`src/rtl/apb_master_if.sv`:
```
// Signal bundle between a CPU-side requester, the APB master and up to four APB slaves.
// The master modport is the bridge's view; the slave modport is the view of the CPU and slave side.
interface apb_master_if;
    // CPU request side
    logic        transfer;
    logic [31:0] addr;
    logic [31:0] wdata;
    logic        write;
    logic [31:0] rdata;
    logic        ready;
    logic        err;

    // APB side
    logic [31:0] PADDR;
    logic [31:0] PWDATA;
    logic        PWRITE;
    logic        PENABLE;
    logic [3:0]  PSEL;
    logic [31:0] PRDATA0;
    logic [31:0] PRDATA1;
    logic [31:0] PRDATA2;
    logic [31:0] PRDATA3;
    logic        PREADY0;
    logic        PREADY1;
    logic        PREADY2;
    logic        PREADY3;

    modport master (
        input  transfer, addr, wdata, write,
        output rdata, ready, err,
        output PADDR, PWDATA, PWRITE, PENABLE, PSEL,
        input  PRDATA0, PRDATA1, PRDATA2, PRDATA3,
        input  PREADY0, PREADY1, PREADY2, PREADY3
    );

    modport slave (
        output transfer, addr, wdata, write,
        input  rdata, ready, err,
        input  PADDR, PWDATA, PWRITE, PENABLE, PSEL,
        output PRDATA0, PRDATA1, PRDATA2, PRDATA3,
        output PREADY0, PREADY1, PREADY2, PREADY3
    );
endinterface

```
`src/rtl/apb_master.sv`:
```
// CPU-to-APB bridge: decodes four 4 KiB slave windows at 0x1000_0000 and runs SETUP/ACCESS
// transfers with a wait-state timeout; unmapped addresses and timeouts complete with err=1.
module apb_master #(
    parameter int TIMEOUT = 16
) (
    input  logic         PCLK,
    input  logic         PRESETn,
    apb_master_if.master bus
);

    typedef enum logic [1:0] {IDLE, SETUP, ACCESS, DERR} state_t;

    localparam logic [7:0] LAST_WAIT = 8'(TIMEOUT - 1);

    state_t      state_q, state_n;
    logic [31:0] paddr_q, paddr_n;
    logic [31:0] pwdata_q, pwdata_n;
    logic [31:0] rdata_q, rdata_n;
    logic        pwrite_q, pwrite_n;
    logic        penable_q, penable_n;
    logic [3:0]  psel_q, psel_n;
    logic [1:0]  sel_q, sel_n;
    logic [7:0]  cnt_q, cnt_n;
    logic        ready_q, ready_n;
    logic        err_q, err_n;

    logic        mapped;
    logic [1:0]  dec_idx;
    logic        sel_ready;
    logic [31:0] sel_rdata;

    // addr[31:12] in 0x10000..0x10003: upper 18 bits fixed, bits 13:12 pick the slave
    assign mapped  = (bus.addr[31:14] == 18'h04000);
    assign dec_idx = bus.addr[13:12];

    // Only the slave latched at SETUP is ever listened to
    always_comb begin
        case (sel_q)
            2'd0:    begin sel_ready = bus.PREADY0; sel_rdata = bus.PRDATA0; end
            2'd1:    begin sel_ready = bus.PREADY1; sel_rdata = bus.PRDATA1; end
            2'd2:    begin sel_ready = bus.PREADY2; sel_rdata = bus.PRDATA2; end
            default: begin sel_ready = bus.PREADY3; sel_rdata = bus.PRDATA3; end
        endcase
    end

    always_comb begin
        // NOTE: every next-value gets a default first so no path through the case infers a latch.
        state_n   = state_q;
        paddr_n   = paddr_q;
        pwdata_n  = pwdata_q;
        pwrite_n  = pwrite_q;
        psel_n    = psel_q;
        penable_n = penable_q;
        sel_n     = sel_q;
        cnt_n     = cnt_q;
        rdata_n   = rdata_q;
        ready_n   = 1'b0;
        err_n     = 1'b0;

        case (state_q)
            IDLE: begin
                if (bus.transfer) begin
                    if (mapped) begin
                        paddr_n   = bus.addr;
                        pwdata_n  = bus.wdata;
                        pwrite_n  = bus.write;
                        sel_n     = dec_idx;
                        psel_n    = 4'(4'b0001 << dec_idx);
                        penable_n = 1'b0;
                        cnt_n     = 8'd0;
                        state_n   = SETUP;
                    end else begin
                        ready_n = 1'b1;
                        err_n   = 1'b1;
                        rdata_n = 32'd0;
                        state_n = DERR;
                    end
                end
            end
            SETUP: begin
                penable_n = 1'b1;
                state_n   = ACCESS;
            end
            ACCESS: begin
                if (sel_ready) begin
                    ready_n   = 1'b1;
                    if (!pwrite_q) rdata_n = sel_rdata;
                    psel_n    = 4'd0;
                    penable_n = 1'b0;
                    state_n   = IDLE;
                end else if (cnt_q == LAST_WAIT) begin
                    // This is the TIMEOUT-th wait cycle: give up on the slave
                    ready_n   = 1'b1;
                    err_n     = 1'b1;
                    rdata_n   = 32'd0;
                    psel_n    = 4'd0;
                    penable_n = 1'b0;
                    state_n   = IDLE;
                end else begin
                    cnt_n = cnt_q + 8'd1;
                end
            end
            DERR: begin
                state_n = IDLE;
            end
            default: begin
                state_n = IDLE;
            end
        endcase
    end

    // NOTE: state registers use non-blocking assignments so every flop samples pre-edge values.
    always_ff @(posedge PCLK or negedge PRESETn) begin
        if (!PRESETn) begin
            state_q   <= IDLE;
            paddr_q   <= 32'd0;
            pwdata_q  <= 32'd0;
            pwrite_q  <= 1'b0;
            psel_q    <= 4'd0;
            penable_q <= 1'b0;
            sel_q     <= 2'd0;
            cnt_q     <= 8'd0;
            rdata_q   <= 32'd0;
            ready_q   <= 1'b0;
            err_q     <= 1'b0;
        end else begin
            state_q   <= state_n;
            paddr_q   <= paddr_n;
            pwdata_q  <= pwdata_n;
            pwrite_q  <= pwrite_n;
            psel_q    <= psel_n;
            penable_q <= penable_n;
            sel_q     <= sel_n;
            cnt_q     <= cnt_n;
            rdata_q   <= rdata_n;
            ready_q   <= ready_n;
            err_q     <= err_n;
        end
    end

    assign bus.PADDR   = paddr_q;
    assign bus.PWDATA  = pwdata_q;
    assign bus.PWRITE  = pwrite_q;
    assign bus.PSEL    = psel_q;
    assign bus.PENABLE = penable_q;
    assign bus.rdata   = rdata_q;
    assign bus.ready   = ready_q;
    assign bus.err     = err_q;

endmodule
```
`src/flat_wrapper.sv`:
```
// flat-port wrapper written by rule: the top's interface ports become plain ports
module apb_master_flat 
#(
    parameter int TIMEOUT = 16
)
  (PCLK, PRESETn, bus_transfer, bus_addr, bus_wdata, bus_write, bus_rdata, bus_ready, bus_err, bus_PADDR, bus_PWDATA, bus_PWRITE, bus_PENABLE, bus_PSEL, bus_PRDATA0, bus_PRDATA1, bus_PRDATA2, bus_PRDATA3, bus_PREADY0, bus_PREADY1, bus_PREADY2, bus_PREADY3);
  apb_master_if bus_i ();
  input  logic PCLK;
  input  logic PRESETn;
  input wire logic [$bits(bus_i.transfer)-1:0] bus_transfer;
  input wire logic [$bits(bus_i.addr)-1:0] bus_addr;
  input wire logic [$bits(bus_i.wdata)-1:0] bus_wdata;
  input wire logic [$bits(bus_i.write)-1:0] bus_write;
  output wire logic [$bits(bus_i.rdata)-1:0] bus_rdata;
  output wire logic [$bits(bus_i.ready)-1:0] bus_ready;
  output wire logic [$bits(bus_i.err)-1:0] bus_err;
  output wire logic [$bits(bus_i.PADDR)-1:0] bus_PADDR;
  output wire logic [$bits(bus_i.PWDATA)-1:0] bus_PWDATA;
  output wire logic [$bits(bus_i.PWRITE)-1:0] bus_PWRITE;
  output wire logic [$bits(bus_i.PENABLE)-1:0] bus_PENABLE;
  output wire logic [$bits(bus_i.PSEL)-1:0] bus_PSEL;
  input wire logic [$bits(bus_i.PRDATA0)-1:0] bus_PRDATA0;
  input wire logic [$bits(bus_i.PRDATA1)-1:0] bus_PRDATA1;
  input wire logic [$bits(bus_i.PRDATA2)-1:0] bus_PRDATA2;
  input wire logic [$bits(bus_i.PRDATA3)-1:0] bus_PRDATA3;
  input wire logic [$bits(bus_i.PREADY0)-1:0] bus_PREADY0;
  input wire logic [$bits(bus_i.PREADY1)-1:0] bus_PREADY1;
  input wire logic [$bits(bus_i.PREADY2)-1:0] bus_PREADY2;
  input wire logic [$bits(bus_i.PREADY3)-1:0] bus_PREADY3;
  assign bus_i.transfer = bus_transfer;
  assign bus_i.addr = bus_addr;
  assign bus_i.wdata = bus_wdata;
  assign bus_i.write = bus_write;
  assign bus_rdata = bus_i.rdata;
  assign bus_ready = bus_i.ready;
  assign bus_err = bus_i.err;
  assign bus_PADDR = bus_i.PADDR;
  assign bus_PWDATA = bus_i.PWDATA;
  assign bus_PWRITE = bus_i.PWRITE;
  assign bus_PENABLE = bus_i.PENABLE;
  assign bus_PSEL = bus_i.PSEL;
  assign bus_i.PRDATA0 = bus_PRDATA0;
  assign bus_i.PRDATA1 = bus_PRDATA1;
  assign bus_i.PRDATA2 = bus_PRDATA2;
  assign bus_i.PRDATA3 = bus_PRDATA3;
  assign bus_i.PREADY0 = bus_PREADY0;
  assign bus_i.PREADY1 = bus_PREADY1;
  assign bus_i.PREADY2 = bus_PREADY2;
  assign bus_i.PREADY3 = bus_PREADY3;
  apb_master #(.TIMEOUT(TIMEOUT)) u_core (.PCLK(PCLK), .PRESETn(PRESETn), .bus(bus_i));
endmodule
```
`config.mk`:
```
export PLATFORM = sky130hd
export DESIGN_NAME = apb_master_flat
export DESIGN_NICKNAME = d
export VERILOG_FILES = /design/src/rtl/apb_master_if.sv /design/src/rtl/apb_master.sv /design/src/flat_wrapper.sv
export SDC_FILE = /design/constraint.sdc
export NUM_CORES = 1
export LEC_CHECK = 0
export ABC_AREA = 1
export CORE_MARGIN = 2
export CORE_UTILIZATION = 42
export DETAILED_ROUTE_END_ITERATION = 7
export GPL_TIMING_DRIVEN = 1
export PLACE_DENSITY = 0.94
export SLEW_MARGIN = 15
export SYNTH_ARGS = -nofsm -noshare
export SYNTH_HDL_FRONTEND = slang
export SYNTH_SLANG_ARGS = --single-unit
```
`constraint.sdc`:
```
create_clock -name PCLK -period 2.8 [get_ports PCLK]
set_input_delay 0.7 -clock PCLK [delete_from_list [all_inputs] [get_ports PCLK]]
set_output_delay 0.7 -clock PCLK [all_outputs]
set_load 0.005 [all_outputs]
```
==> impl_metrics.json <==
{
  "min_path_type": "input pin to asynchronous set/reset pin",
  "path_max_fanout": 45,
  "portBuffers": 303,
  "postLayoutCoreUtil_pct": 71.17,
  "synth_cell_types": 26,
  "syn_inst": 753,
  "worstPathRequired_ns": 3.08,
  "layout_min_cycle_time_ns": 2.200,
  "cp.depth": 8,
  "synth-edff-count": 0,
  "cts_buffers": 17,
  "place_ws_ns": 0.2141,
  "synth_most_common_cell": "nand2_1",
  "core_sq_um": 13090,
  "grt_max_degree": 67,
  "slowest_delay_ns": 0.39,
  "h-tree-depth": 4,
  "antenna_found_initial": 0,
  "wire_per_inst_microns": 14.57,
  "crit_path_frequent_cell": "nand2_1",
  "syn-num-nets": 954,
  "cpMaxStageDelayCell": "clkdlybuf4s50_1",
  "crit_path_start_kind": "input pin",
  "areaGrowthSynthToFinish_pct": 67.33,
  "hold_viol": 0,
  "cts_hold_buf": 0,
  "clkSinkCount": 114,
  "switching_share_pct": 29.43,
  "synth_area_leaders": "dfrtp_1 51%, nand2_1 24%, nand3_1 7.1%",
  "power.switching_mw": 1.674,
  "drive_above_1_share_pct": 5.550,
  "ant_nets": 0,
  "post_cts.repair.setup_buffers": 0,
  "track_usage_pct": 26.10,
  "cellPowerDensity_nw_per_um2": 610.7,
  "worst-r2r-setup-slack_ns": 0.81,
  "clk_pin_slew_ns": 0.06,
  "cap_violations": 0,
  "seqPwrFrac_pct": 36.0,
  "netlist_top_cells_count": "353 x nand2_1, 114 x dfrtp_1, 79 x nand3_1",
  "yosys_register_bits": 114,
  "dpl_cell_area_sq_um": 8727,
  "drtIter0Drc": 379,
  "final_area_sq_um": 9313,
  "path_delay_family": "simple AND/OR/NAND/NOR gates",
  "die_w_microns": 119.1,
  "overflow": 0,
  "reg2reg_depth": 10,
  "max_clock_freq_ghz": 0.4546,
  "worst_setup_path_end_kind": "flop",
  "insertion_delay_ns": 0.40,
  "drt_wl_total_microns": 18050,
  "status": "finished clean",
  "cts-resized-gates": 0,
  "final_nets": 1251,
  "syn_area_sq_um": 5565,
  "synth.top_cell.area_share_pct": 51.26,
  "hpwl_microns": 13560,
  "avgSynthCellArea_sq_um": 7.391,
  "critPathKind": "input pin to flop",
  "drc_errors": 0,
  "gp_congestion": 0.8878,
  "whs_ns": 0.2941,
  "finClkSkew_ns": 0.01187,
  "comb_power_share_pct": 27.1,
  "num_rows": 42,
  "drv_slew": 0,
  "seq_area_frac_synth_pct": 51.26,
  "yosys_warnings": 0,
  "cp_cell_sequence": "clkdlybuf4s50_1, or2_1, nor2_1, nand4_1, nor2_4, inv_2, nand2_1, nand2_1",
  "cts_tree": "done",
  "reg2reg_to": "u_core.bus.rdata[23]",
  "relSlewSlack_pct": 48.29,
  "grt_pass1_vias": 6019,
  "num_io_pins": 304,
  "die-area_sq_um": 14190,
  "critPathBufInv": 2,
  "peakVddDrop_uv": 488.4,
  "cts_buffer_depth": 2,
  "yosys_most_used_dff": "dfrtp_1",
  "worst_slack_ns": 0.6003,
  "async_reset_ff_share_pct": 100.0,
  "viasPerCell": 4.855,
  "p_clk_share_pct": 36.9,
  "fin_crit_sh_pct": 78.56,
  "synth_top_cell_by_area": "dfrtp_1",
  "firstDrtPassIters": 5,
  "setup_violations": 0,
  "timing.rr.start": "u_core.cnt_q[0]",
  "dieHeight_microns": 119.1,
  "worst_slew_pin_slew_ns": 0.7757,
  "grt_pass1_wl_microns": 29420,
  "cellInternalPower_mw": 4.013,
  "antenna_cells": 0,
  "initial_core_util_pct": 42.53,
  "arrival_ns": 2.48,
  "final.setup.tns_ns": 0,
  "rsz0062_at_grt": "no",
  "vias": 6015,
  "cts-root-buf": "clkbuf_16",
  "p_leak_nw": 4.536
}
[cells in the final DEF (no fill, tap or decap), drive strengths merged, types with 5 or more instances in the layout]
master	count
clkbuf	17
or2	5
inv	38
o21ai	6
clkdlybuf4s50	302
nand2	356
nor2	75
dfrtp	114
a21oi	33
clkinv	9
nand3	81
buf	11
[layout make-up]
class | count | area (sq um)
inverters | 36 | 135.1
flip-flops and latches | 114 | 2853
repair buffers | 313 | 3131
clock buffers | 17 | 425.4
clock inverters | 15 | 160.2
multi-input cells | 568 | 2389
well taps | 176 | 220.2
fillers | 981 | 3772
[stage by stage]
step	instances	total power, mW
finish	1239	5.687
global route	1239	5.981
CTS	1239	5.724
detailed placement	1207	3.613
global placement	1207	3.567
floorplan	753	2.700
[power by group through the flow]
stage / clock (mW) / sequential (mW) / combinational [mW]
2_1_floorplan: 0 / 2.07 / 0.632
3_3_place_gp: 0 / 2.06 / 1.51
3_5_place_dp: 0 / 2.07 / 1.54
4_1_cts: 2.13 / 2.05 / 1.54
5_1_grt: 2.22 / 2.07 / 1.69
6_report: 2.10 / 2.05 / 1.54
[worst max-delay path by stage]
stage,startpoint,to
2_1_floorplan,bus_addr[15],u_core.bus.PADDR[20]
3_3_place_gp,bus_addr[15],u_core.bus.PADDR[11]
3_5_place_dp,bus_addr[15],u_core.bus.PWDATA[11]
4_1_cts,u_core.bus.PADDR[12],bus_PADDR[12]
5_1_grt,bus_addr[15],u_core.bus.PWDATA[11]
6_report,bus_addr[15],u_core.bus.PWDATA[11]
[worst reg2reg max path: stages, from the launching register on]
cell and delay (ns):
dfrtp_1 0.39, ha_1 0.21, nand3_1 0.15, nor2_1 0.27, inv_1 0.07, nand2_1 0.06
nand2_1 0.08, nand2_4 0.10, buf_4 0.33, nand3_1 0.16, nand2_1 0.10
[sequential cells by signal, summed over array words and instances (netlist names), 2 cells and up]
name / count
u_core.bus.PADDR: 32
u_core.bus.PSEL: 4
u_core.bus.PWDATA: 32
u_core.bus.rdata: 32
u_core.cnt_q: 8
u_core.state_q: 2
[cell families (layout without fill, tap and decap cells)]
kind of cell    after synthesis  in the layout  share of synthesized area, %
simple gates                526            526                         38.69
buf+inv                      71            381                         6.003
compound gates               39             39                         3.507
fa+ha+maj                     1              1                        0.2248
flops                       114            114                         51.26
xor+xnor                      2              2                        0.3148
[per-layer routing]
metal | share of wire [%] | global-route usage (%) | up-vias
li1 | - | - | 2941
met1 | 39 | 30.47 | 2750
met2 | 50 | 44.97 | 274
met3 | 6.9 | 6.226 | 50
met4 | 4.0 | 12.72 | 0
met5 | 0 | 0 | -
Power figures use the tool's default switching activity.
